File: src/rtl/instr_decode.sv
// instr_decode: RV32I decode stage feeding execute through a small output FIFO.
// Ports:
//   clk, rst                        clock, asynchronous active-high reset
//   fetched_valid/ready/instr/pc    incoming fetched word stream
//   decoded_valid/ready             outgoing decoded stream handshake
//   decoded_op/rd/funct3/imm        decoded fields of the FIFO head
//   decoded_rs1_val/rs2_val/pc      operand values and pc of the FIFO head
//   rs1_idx, rs2_idx                register file read indices
//   rs1_rdata, rs2_rdata            combinational register file read data
//   flush                           synchronous pipeline flush
// decoded_op encoding: 0 INVALID, 1 LUI, 2 AUIPC, 3 JAL, 4 JALR, 5 BRANCH, 6 LOAD,
//   7 STORE, 8 OP_IMM, 9 OP, 10 MISC_MEM, 11 SYSTEM.
module instr_decode #(
   parameter int BUF_DEPTH = 2
) (
   input  logic        clk,
   input  logic        rst,
   input  logic        fetched_valid,
   output logic        fetched_ready,
   input  logic [31:0] fetched_instr,
   input  logic [31:0] fetched_pc,
   output logic        decoded_valid,
   input  logic        decoded_ready,
   output logic [3:0]  decoded_op,
   output logic [4:0]  decoded_rd,
   output logic [2:0]  decoded_funct3,
   output logic [31:0] decoded_imm,
   output logic [31:0] decoded_rs1_val,
   output logic [31:0] decoded_rs2_val,
   output logic [31:0] decoded_pc,
   output logic [4:0]  rs1_idx,
   output logic [4:0]  rs2_idx,
   input  logic [31:0] rs1_rdata,
   input  logic [31:0] rs2_rdata,
   input  logic        flush
);
   localparam int AW = BUF_DEPTH > 1 ? $clog2(BUF_DEPTH) : 1;
   localparam int CW = $clog2(BUF_DEPTH + 1);
   localparam logic [AW-1:0] LAST = AW'(BUF_DEPTH - 1);
   localparam logic [CW-1:0] FULL = CW'(BUF_DEPTH);
   localparam logic [3:0] OP_INVALID = 4'd0, OP_LUI = 4'd1, OP_AUIPC = 4'd2, OP_JAL = 4'd3,
      OP_JALR = 4'd4, OP_BRANCH = 4'd5, OP_LOAD = 4'd6, OP_STORE = 4'd7, OP_OP_IMM = 4'd8,
      OP_OP = 4'd9, OP_MISC_MEM = 4'd10, OP_SYSTEM = 4'd11;
   typedef struct packed {
      logic [3:0]  op;
      logic [4:0]  rd;
      logic [2:0]  funct3;
      logic [31:0] imm;
      logic [31:0] rs1_val;
      logic [31:0] rs2_val;
      logic [31:0] pc;
   } dec_t;
   dec_t          mem [BUF_DEPTH];
   dec_t          dec;
   logic [AW-1:0] wr_ptr, rd_ptr;
   logic [CW-1:0] count;
   logic          push, pop;
   logic [31:0]   w;
   logic [4:0]    opc;
   logic [3:0]    op;
   logic [31:0]   imm, imm_i, imm_s, imm_b, imm_u, imm_j;
   assign w       = fetched_instr;
   assign opc     = w[6:2];
   assign rs1_idx = w[19:15];
   assign rs2_idx = w[24:20];
   assign imm_i = {{20{w[31]}}, w[31:20]};
   assign imm_s = {{20{w[31]}}, w[31:25], w[11:7]};
   assign imm_b = {{19{w[31]}}, w[31], w[7], w[30:25], w[11:8], 1'b0};
   assign imm_u = {w[31:12], 12'b0};
   assign imm_j = {{11{w[31]}}, w[31], w[19:12], w[20], w[30:21], 1'b0};
   always_comb begin
      op = w[1:0] != 2'b11 ? OP_INVALID :
           opc == 5'b01101 ? OP_LUI      :
           opc == 5'b00101 ? OP_AUIPC    :
           opc == 5'b11011 ? OP_JAL      :
           opc == 5'b11001 ? OP_JALR     :
           opc == 5'b11000 ? OP_BRANCH   :
           opc == 5'b00000 ? OP_LOAD     :
           opc == 5'b01000 ? OP_STORE    :
           opc == 5'b00100 ? OP_OP_IMM   :
           opc == 5'b01100 ? OP_OP       :
           opc == 5'b00011 ? OP_MISC_MEM :
           opc == 5'b11100 ? OP_SYSTEM   : OP_INVALID;
      // R-type carries funct7 in imm[11:5] for the execute units
      imm = (op == OP_LUI || op == OP_AUIPC) ? imm_u :
            op == OP_JAL     ? imm_j :
            op == OP_BRANCH  ? imm_b :
            op == OP_STORE   ? imm_s :
            op == OP_OP      ? {20'b0, w[31:25], 5'b0} :
            op == OP_INVALID ? 32'h0 : imm_i;
   end
   assign dec = {op, w[11:7], w[14:12], imm,
                 rs1_idx == 5'd0 ? 32'h0 : rs1_rdata,
                 rs2_idx == 5'd0 ? 32'h0 : rs2_rdata,
                 fetched_pc};
   // ready depends only on registered count so execute stalls never reach fetch combinationally
   assign fetched_ready = !rst && count < FULL;
   assign decoded_valid = count != '0;
   assign push = fetched_valid && fetched_ready;
   assign pop  = decoded_valid && decoded_ready;
   assign {decoded_op, decoded_rd, decoded_funct3, decoded_imm,
           decoded_rs1_val, decoded_rs2_val, decoded_pc} = mem[rd_ptr];
   always_ff @(posedge clk or posedge rst) begin
      if (rst) begin
         count  <= '0;
         wr_ptr <= '0;
         rd_ptr <= '0;
      end else if (flush) begin
         count  <= '0;
         wr_ptr <= '0;
         rd_ptr <= '0;
      end else begin
         if (push) wr_ptr <= wr_ptr == LAST ? '0 : wr_ptr + 1'b1;
         if (pop) rd_ptr <= rd_ptr == LAST ? '0 : rd_ptr + 1'b1;
         count <= count + CW'(push) - CW'(pop);
      end
   end
   always_ff @(posedge clk) begin
      if (push && !flush) mem[wr_ptr] <= dec;
   end
endmodule

File: config.mk
export PLATFORM = sky130hd
export DESIGN_NAME = instr_decode
export DESIGN_NICKNAME = d
export VERILOG_FILES = /design/src/rtl/instr_decode.sv
export SDC_FILE = /design/constraint.sdc
export NUM_CORES = 1
export LEC_CHECK = 0
export BUFFER_PORTS_ARGS = -buffer_cell sky130_fd_sc_hd__clkbuf_2
export CAP_MARGIN = 0
export CORE_ASPECT_RATIO = 1.2
export CORE_MARGIN = 5
export CORE_UTILIZATION = 40
export DETAILED_ROUTE_END_ITERATION = 16
export GPL_TIMING_DRIVEN = 1
export SETUP_SLACK_MARGIN = 0.1
export SLEW_MARGIN = 20
export SYNTH_ARGS = -nofsm -noshare
export SYNTH_HDL_FRONTEND = slang
export SYNTH_SLANG_ARGS = --single-unit
File: constraint.sdc
create_clock -name clk -period 14.25 [get_ports clk]
set_clock_uncertainty 0.15 [all_clocks]
set_input_delay 0.7125 -clock clk [delete_from_list [all_inputs] [get_ports clk]]
set_output_delay 0.7125 -clock clk [all_outputs]
set_load 0.02 [all_outputs]
==> impl_results.md <==
* Clock sink count at 284
* First-pass GRT wire length at 38,500 µm
* Most numerous cell in the Yosys netlist: edfxtp_1
* Antenna-violating nets left at 0
* DR iter-0 viols at 367
* Ys async rst share at 1.41%
* Area post-placement at 13,200 µm²
* WL final at 25,600 µm
* Nets at ~1,100
* Final period utilization at 28.5%
* Cell Rows at 68
* Via/cell ratio at between 4 and 5
* Combinational fraction of design power at between 20% and 30%
* Seq pwr share at 44.7%
* DRC viols at 0
* Synth top area cells: edfxtp_1 73%, mux2_2 14%, nor2b_1 3.5%
* Top cells by instance count after synthesis: 280 x edfxtp_1, 140 x mux2_2, 65 x nor2b_1, 34 x nand2_1, 18 x nor2_1
* Post-synthesis register bit count at 284
* Maximum capacitance violations at 0
* Cells after Synth at 661
* Setup CP Type: flip-flop to output pin
* Top-area cell type share of the netlist area at 73.3%
* CP Capture Type: output pin
* Setup violations, final at 0
* PortBufs at 284
* Pre-CTS setup slack at 10,680 ps
* Part of the power in the clock network at 34.7%
* Required time of the critical path at roughly 13,000 ps
* Die Area at ~32,000 µm²
* Fin. max-slew vios at 0
* Sequential area share after synthesis at about three quarters
* Worst-Skew Late Latency at 520 ps
* Initial Utilization at 40.3%
* Share of cells above drive strength 1 at 50.7%
* Post-Syn Area at between 10,000 and 15,000 µm²
* Setup crit start kind: flip-flop
* RSZ-0062 raised after global routing: no
* Crit-path max FO at 74
* Synth warn at 0
* Gr usage total at 15.4%
* Cell Pwr Density at around 160 nW/µm²
* Switching portion of total power at 26.7%
* Area leader, netlist: edfxtp_1
* CTS Buf Count at 28
* Post-DP HPWL at 17,200 µm
* Fillers at 2,477
* Core Footprint at 28,500 µm²
* Endpoints failing hold at 0
* Antenna violations before repair at 2
* CTS Buffer Depth at 3
* Avg Inst Size Synth at 17.4 µm²
* Critical Path AT at ~3200 ps
* Distinct cells, synth at 45
* CTS root buf: clkbuf_16
* Overflow after GRT at 0
* Number of synthesized flops with an enable pin at 280
* Min-delay worst type: input port to flip-flop
* Hold_ws at 229 ps
* Max Fclk at 246 MHz
* Die Wd at 165 µm
* Routed wire length per instance at 19.0 µm
* Pin count of the biggest net entering global routing at 141
* Final Cell Area at roughly 14,000 µm²
* CTS tree: done
* Peak VDD IR at 0.0932 mV
* Main synth FF type: edfxtp_1
* Vias at 6,571
* Net Count, Synth at 796
* Outcome: finished, final reports clean
* Post-CTS sizing at 0
* # IOs at 285
* Sw power at around 600 µW
* Slew Limit Headroom at 30.2%
* Syn-to-layout area delta at 24.0%
* Min Tclk post-route at 4060 ps
* CTS clk-pin slew, worst paths at 60 ps
* Int Pwr at 1.63 mW
* GPL Wtd Cong at 0.802
* Power Total at 2.23 mW
* Htree depth at 1
* Post-route setup TNS at 0 ps
* Vias in the first global route at 6,912
* TritonRoute pass-1 iters at 5
* Final WS setup at approximately 10,000 ps
* Die height at 196 µm
* Worst Max-Slew Pin Slew at 1050 ps
* Leakage power at 5.36 nW
[power groups by stage]
stage | registers [mW] | clock network, mW | logic, mW
final | 0.996 | 0.773 | 0.458
after global routing | 1.00 | 0.838 | 0.490
after CTS | 0.999 | 0.799 | 0.468
after detailed placement | 1.02 | 0 | 0.465
after global placement | 1.02 | 0 | 0.466
after floorplan | 0.996 | 0 | 0.341
[layout by cell type (no fill, tap or decap), drive strengths merged, types with 2 or more instances in the layout]
| master | Yosys | layout |
|---|---|---|
| nand3 | 6 | 6 |
| and3 | 2 | 2 |
| clkbuf | 12 | 317 |
| buf | 29 | 6 |
| a21oi | 4 | 4 |
| o21ai | 12 | 12 |
| nor4 | 2 | 2 |
| mux2 | 140 | 140 |
| xnor2 | 2 | 2 |
| nor3 | 2 | 2 |
| clkinv | 0 | 12 |
| nor2 | 18 | 18 |
| and3b | 2 | 2 |
| o21bai | 2 | 2 |
| and2 | 8 | 8 |
| nor3b | 4 | 4 |
| nor2b | 65 | 65 |
| nand2b | 2 | 2 |
| xor2 | 2 | 2 |
| or4 | 2 | 2 |
| dfrtp | 4 | 4 |
| inv | 4 | 4 |
| edfxtp | 280 | 280 |
| nand2 | 34 | 34 |
| ha | 2 | 2 |
| a22o | 4 | 4 |
| o211ai | 2 | 2 |
| bufinv | 0 | 6 |
| a2111oi | 2 | 2 |
[per-layer routing]
layer | track usage [%] | wire, µm
met5 | 0 | 20
met3 | 2.91 | 1710
met2 | 28.9 | 14100
met1 | 17.5 | 9160
met4 | 4.75 | 683
[kinds of logic (layout without fill, tap and decap cells)]
logic type	Yosys count	in the layout	synth area share [%]
AO/OA/AOI/OAI	33	33	2.10
XOR/XNOR	4	4	0.305
adder cells (fa/ha/maj)	2	2	0.218
buffers and inverters	45	347	2.05
flip-flops	284	284	74.2
multiplexers	140	140	13.7
other	0	1	0
AND/OR/NAND/NOR	153	153	7.42
[critical path: stages, from the launching register on]
cell and delay [ps]:
dfrtp_4 1080, buf_4 840, mux2_2 440, clkbuf_2 160
[flip-flops by register name, summed over array words and instances (netlist names)]
| name | cells |
|---|---|
| mem | 280 |
| count | 2 |
| rd_ptr | 1 |
| wr_ptr | 1 |
[area by class of cell]
type / instances / area, µm² / share of cell area, %
Clock inverter: 19 / 244 / 1.71
Multi-Input combinational cell: 332 / 2740 / 19.3
Antenna cell: 1 / 2.50 / 0.0176
Timing Repair Buffer: 291 / 1490 / 10.5
Clock buffer: 33 / 741 / 5.21
Inverter: 4 / 15.0 / 0.106
Tap cell: 385 / 482 / 3.39
Sequential cell: 284 / 8510 / 59.8
[final timing paths]
check | from | cells past startpoint | slack, ps | endpoint
min | fetched_pc[27] | 1 | 230 | mem[1][27]
min reg2reg | wr_ptr | 2 | 440 | wr_ptr
min in group asynchronous | rst | 3 | 470 | rd_ptr
max | rd_ptr | 3 | 10190 | decoded_op[2]
max in group asynchronous | rst | 3 | 13300 | rd_ptr
max reg2reg | count[1] | 5 | 11110 | mem[1][62]
[per-stage QoR]
step           utilization [%]  instances
5_1_grt                   49.9       1349
3_5_place_dp              46.4       1295
2_1_floorplan                -        661
6_report                  49.9       1349
3_3_place_gp              46.4       1295
4_1_cts                   49.9       1348
[repair_timing]
action,in CTS,in global routing
hold buffers,1,0
hold endpoints to repair,4,0
setup buffers,0,0
Note: power is estimated with default switching activity, not from simulation.
